### src/rtl/pooling_pkg.sv
// Shared types for the pooling sequencer and pooling_top: FSM states, the
// control bundle that drives the x-mux/regfile/pool unit, and a width helper.
package pooling_pkg;

  typedef enum logic [1:0] {IDLE, RUN, DONE} pool_state_t;

  // Widest regfile address any pooling_top configuration may use.
  localparam int unsigned POOL_ADDR_W = 8;

  typedef struct packed {
    logic                   x_sel;
    logic                   pool_en;
    logic                   rf_wr_en;
    logic                   rf_wr_src;
    logic [POOL_ADDR_W-1:0] rf_rd_addr;
    logic [POOL_ADDR_W-1:0] rf_wr_addr;
  } pool_ctrl_t;

  function automatic int unsigned clog2_min1(input int unsigned v);
    return (v <= 2) ? 1 : $clog2(v);
  endfunction

endpackage

### src/rtl/pooling_ctrl_counter.sv
// Modulo-MAX counter with clear; wrap flags the increment that returns to 0.
module pool_mod_counter
  import pooling_pkg::*;
#(
  parameter int unsigned MAX = 8
) (
  input  logic                         clk,
  input  logic                         rst,
  input  logic                         inc,
  input  logic                         clr,
  output logic [clog2_min1(MAX)-1:0]   count,
  output logic                         wrap
);

  localparam int unsigned W = clog2_min1(MAX);
  localparam logic [W-1:0] LAST = W'(MAX - 1);

  assign wrap = inc && (count == LAST);

  always_ff @(posedge clk) begin
    if (rst || clr)
      count <= '0;
    else if (inc)
      count <= wrap ? '0 : count + W'(1);
  end

endmodule

### src/rtl/pooling_ctrl.sv
// Sequencer for pooling_top: walks the row-major systolic output stream and
// folds each POOL_K x POOL_K window into one regfile entry.
module pooling_ctrl
  import pooling_pkg::*;
#(
  parameter int unsigned FMAP_W = 8,
  parameter int unsigned FMAP_H = 8,
  parameter int unsigned POOL_K = 2
) (
  input  logic                                     clk,
  input  logic                                     nrst,
  input  logic                                     start,
  input  logic                                     in_valid,
  output logic                                     busy,
  output logic                                     done,
  output logic                                     x_sel,
  output logic                                     pool_en,
  output logic                                     rf_wr_en,
  output logic                                     rf_wr_src,
  output logic [clog2_min1(FMAP_W/POOL_K)-1:0]     rf_rd_addr,
  output logic [clog2_min1(FMAP_W/POOL_K)-1:0]     rf_wr_addr,
  output logic                                     out_valid,
  output logic [clog2_min1(FMAP_H/POOL_K)-1:0]     out_row,
  output logic [clog2_min1(FMAP_W/POOL_K)-1:0]     out_col
);

  localparam int unsigned ADDR_W    = clog2_min1(FMAP_W / POOL_K);
  localparam int unsigned OUT_ROW_W = clog2_min1(FMAP_H / POOL_K);
  localparam int unsigned COL_W     = clog2_min1(FMAP_W);
  localparam int unsigned ROW_W     = clog2_min1(FMAP_H);
  localparam int unsigned KB        = $clog2(POOL_K);

  pool_state_t      state;
  logic [COL_W-1:0] col;
  logic [ROW_W-1:0] row;
  logic             col_wrap, row_wrap;
  logic             accept, begin_map;
  logic [ADDR_W-1:0] win;
  logic             first_pos, last_pos;
  pool_ctrl_t       ctrl;

  assign accept    = (state == RUN) && in_valid;
  assign begin_map = (state == IDLE) && start;

  pool_mod_counter #(.MAX(FMAP_W)) u_col (
    .clk   (clk),
    .rst   (nrst),
    .inc   (accept),
    .clr   (begin_map),
    .count (col),
    .wrap  (col_wrap)
  );

  pool_mod_counter #(.MAX(FMAP_H)) u_row (
    .clk   (clk),
    .rst   (nrst),
    .inc   (col_wrap),
    .clr   (begin_map),
    .count (row),
    .wrap  (row_wrap)
  );

  // row_wrap can only fire on an accepted last-column element, so it marks the final element.
  always_ff @(posedge clk) begin
    if (nrst) begin
      state <= IDLE;
    end else begin
      case (state)
        IDLE:    if (start) state <= RUN;
        RUN:     if (row_wrap) state <= DONE;
        DONE:    state <= IDLE;
        default: state <= IDLE;
      endcase
    end
  end

  assign busy = (state == RUN);
  assign done = (state == DONE);

  // Window position: column/row within the window are the low KB bits.
  assign win       = ADDR_W'(col >> KB);
  assign first_pos = (col[KB-1:0] == '0) && (row[KB-1:0] == '0);
  assign last_pos  = (col[KB-1:0] == '1) && (row[KB-1:0] == '1);

  always_comb begin
    ctrl      = '0;
    out_valid = 1'b0;
    out_row   = '0;
    out_col   = '0;
    if (accept) begin
      ctrl.x_sel      = 1'b1;
      ctrl.rf_wr_en   = 1'b1;
      ctrl.rf_wr_src  = !first_pos;
      ctrl.pool_en    = !first_pos;
      ctrl.rf_rd_addr = POOL_ADDR_W'(win);
      ctrl.rf_wr_addr = POOL_ADDR_W'(win);
      if (last_pos) begin
        out_valid = 1'b1;
        out_row   = OUT_ROW_W'(row >> KB);
        out_col   = win;
      end
    end
  end

  assign x_sel      = ctrl.x_sel;
  assign pool_en    = ctrl.pool_en;
  assign rf_wr_en   = ctrl.rf_wr_en;
  assign rf_wr_src  = ctrl.rf_wr_src;
  assign rf_rd_addr = ADDR_W'(ctrl.rf_rd_addr);
  assign rf_wr_addr = ADDR_W'(ctrl.rf_wr_addr);

endmodule

### config.mk
export PLATFORM = sky130hd
export DESIGN_NAME = pooling_ctrl
export DESIGN_NICKNAME = d
export VERILOG_FILES = /design/src/rtl/pooling_pkg.sv /design/src/rtl/pooling_ctrl_counter.sv /design/src/rtl/pooling_ctrl.sv
export SDC_FILE = /design/constraint.sdc
export NUM_CORES = 1
export LEC_CHECK = 0
export CAP_MARGIN = 20
export CORE_MARGIN = 2
export CORE_UTILIZATION = 35
export CTS_CLUSTER_SIZE = 25
export DETAILED_ROUTE_END_ITERATION = 7
export PLACE_DENSITY = 0.71
export SYNTH_ARGS = -nofsm -noshare
export SYNTH_HDL_FRONTEND = slang
export SYNTH_SLANG_ARGS = --single-unit
export TNS_END_PERCENT = 10
### constraint.sdc
create_clock -name clk -period 1.8 [get_ports clk]
set_input_delay 0.45 -clock clk [delete_from_list [all_inputs] [get_ports clk]]
set_output_delay 0.45 -clock clk [all_outputs]
set_load 0.02 [all_outputs]
==> impl_metrics.csv <==
group,metric,value,unit
route,dr.first_iter.drc_count,3,
cts,cts-buffers-inserted,3,
timing,report.final.hold_viol_count,0,
cts,ctsHoldBuffers,0,
grt,largest_net_degree_at_the_start_of_global_routing,8,
timing,actual_slew_at_the_worst_max_slew_pin,0.2354,ns
yosys,synth.cell_area,461.7,µm²
cts,cts_tree,"yes",
final_layout,final_nets,90,
timing,min_period_over_period,94.71,%
critical_path,path_class,"in2out",
cts,cts.repair_timing.setup_buffer_count,0,
floorplanning,num_rows,13,
grt,global_route.usage.met2,28.17,%
cts,path_clk_slew,0.06,ns
final_layout,area_of_combinational_cells_with_multiple_inputs,286.5,µm²
route,wl_per_cell,11.85,µm
final_layout,post-route-util,55.72,%
route,detail_route.wirelength,1126,µm
final_layout,num-fill-cells,140,
floorplanning,dieArea,1626,µm²
final_layout,drive_above_1_share,41.25,%
grt,global_route.overflow_total,0,
grt,initial_antenna_violation_count,0,
run,max_cap_violations,0,
timing,final.setup_skew,0.01535,ns
timing,slew_headroom,84.30,%
route,drc_errors,0,
floorplanning,floorplan.io_pins,19,
route,drt_pre_antenna_iters,4,
yosys,synthDistinctLibCells,19,
grt,busiest_grt_layer,"met2",
grt,grt_pass1_wl,1842,µm
floorplanning,die_height,40.32,µm
route,antenna_violating_nets_post_route,0,
route,routed_via_density,4.842,
timing,finalSetupViolations,0,
grt,grt_pass1_vias,421,
critical_path,worst-path-max-fanout,5,
timing,layout_min_cycle_time,1.705,ns
yosys,synth-seq-cells,8,
critical_path,crit_path_start_kind,"input port",
cts,root_buffer,"clkbuf_4",
final_layout,syn2layout_area_growth,53.12,%
final_layout,antennaDiodeCount,0,
timing,finalMaxSlewViolations,0,
cts,cts_max_path_buffers,2,
timing,final.hold.worst_slack,0.4812,ns
yosys,synth-async-reset-ratio,0,%
cts,clkSinkCount,8,
critical_path,required,1.35,ns
yosys,synth-warning-count,0,
critical_path,kind_of_capture_point_of_the_worst_setup_path,"output port",
floorplanning,die_w,40.32,µm
worst_hold_path,hold_path_class,"reg2reg",
final_layout,regArea,160.2,µm²
grt,global_route.usage.met3,10.00,%
yosys,post_synth_inst_count,55,
timing,achievable-frequency,586.6,MHz
cts,worst_skew_pair.late_latency,0.27,ns
cts,ctsHtreeMaxLevel,1,
power_and_ir_drop,total_leakage_power,0.3471,nW
placed_design,gp_congestion,0.6956,
route,vias,460,
yosys,syn-mean-instance-area,8.394,µm²
grt,grt.met1_usage,20.88,%
yosys,part_of_the_yosys_area_used_for_sequential_elements,34.69,%
placed_design,hpwl_detailed,819.3,µm
grt,globalRouteTotalUtil,18.67,%
floorplanning,floorplan.initialDensity,36.39,%
yosys,synth-edff-count,0,
power_and_ir_drop,pwr_density_cell,526.6,nW/µm²
timing,grt_setup_unrepaired,"false",
yosys,synthesis.nets,63,
floorplanning,fp.coreArea,1269,µm²
outcome,outcome,"finished clean",
critical_path,critPathArrivalTime,1.25,ns
yosys,yosys_most_used_dff,"dfxtp_1",
placed_design,io_buffers,18,
power_and_ir_drop,vdd_drop_max,328.0,µV
metrics by stage:
| stage | TNS (ns) | cell area (µm²) | cells | setup WS, ns | total power [mW] |
|---|---|---|---|---|---|
| after floorplan | -0.008911 | 462.9 | 55 | -0.002970 | 0.2082 |
| after global placement | -8.100 | 691.9 | 92 | -0.7050 | 0.2348 |
| after detailed placement | -8.120 | 691.9 | 92 | -0.7311 | 0.2357 |
| after CTS | 0 | 686.9 | 95 | 0.03785 | 0.3759 |
| after global routing | 0 | 706.9 | 95 | 0.001469 | 0.3965 |
| final | 0 | 706.9 | 95 | 0.09518 | 0.3723 |
sequential cells by signal (all words and copies together) (netlist names):
| signal | count |
|---|---|
| u_row.count | 3 |
| u_col.count | 3 |
| state | 2 |
cell usage after synthesis (2+ instances only):
master | n | area, µm²
nand3b_1 | 3 | 22.52
nor2_1 | 3 | 11.26
buf_4 | 4 | 30.03
ha_1 | 4 | 50.05
dfxtp_1 | 8 | 160.2
nand2_1 | 8 | 30.03
and2_1 | 6 | 37.54
or3_1 | 2 | 12.51
a21oi_1 | 6 | 30.03
nor3_1 | 2 | 10.01
layout make-up:
| cell class | count | share of cell area [%] |
|---|---|---|
| inverter | 1 | 0.5310 |
| multi-input combinational | 42 | 40.53 |
| clock buffer | 3 | 3.186 |
| tap | 15 | 2.655 |
| timing repair buffer | 26 | 30.44 |
| sequential | 8 | 22.65 |
power breakdown:
group | total, mW | switching [mW] | internal [mW]
Clock | 0.144 | 0.0674 | 0.0767
Sequential | 0.181 | 0.00138 | 0.180
Combinational | 0.0469 | 0.0251 | 0.0218
Total | 0.372 | 0.0939 | 0.278
cell families (layout without fill, tap and decap cells):
family	count (synthesis)	in the layout	share of synthesized area [%]
flops	8	8	34.69
buf+inv	5	30	7.317
fa+ha+maj	4	4	10.84
simple gates	30	30	37.67
compound gates	8	8	9.487
routing by layer:
layer,routed length [µm],vias to the layer above
met5,0,-
met4,22,0
met3,48,5
met2,581,9
met1,474,204
li1,-,242
path summary, 6_finish.rpt:
path	from	endpoint	slack [ns]	depth (start not counted)
worst min-delay path	u_row.count[1]	u_row.count[1]	0.48	2
worst max-delay path	in_valid	out_col[0]	0.1	6
worst min register to register	u_row.count[1]	u_row.count[1]	0.48	2
worst max register to register	u_col.count[0]	u_row.count[2]	0.18	6
worst max-delay path, stage by stage:
cell,delay (ns)
clkdlybuf4s15_1,0.18
nand3b_1,0.10
inv_2,0.07
and3_4,0.20
and2_4,0.14
buf_6,0.11
cells in the final DEF (no fill, tap or decap), drive strengths merged:
cell type       n
and2            6
nand3           1
a21oi           6
or3             2
clkbuf          5
clkdlybuf4s50   2
or3b            1
nor2b           1
o22ai           1
nand3b          3
nand2           8
clkdlybuf4s15   1
inv             1
dfxtp           8
nor3            2
buf            19
ha              4
dlygate4sd2     2
and2b           1
and3            1
nor2            3
nand4b          1
a21o            1
what timing repair did:
| action | 4_1_cts | 5_1_grt |
|---|---|---|
| gates resized for setup | 62 | 13 |
| gates cloned | 0 | 0 |
| pin swaps | 2 | 1 |
| endpoints found under the setup margin | 15 | 10 |
Power figures use the tool's default switching activity.
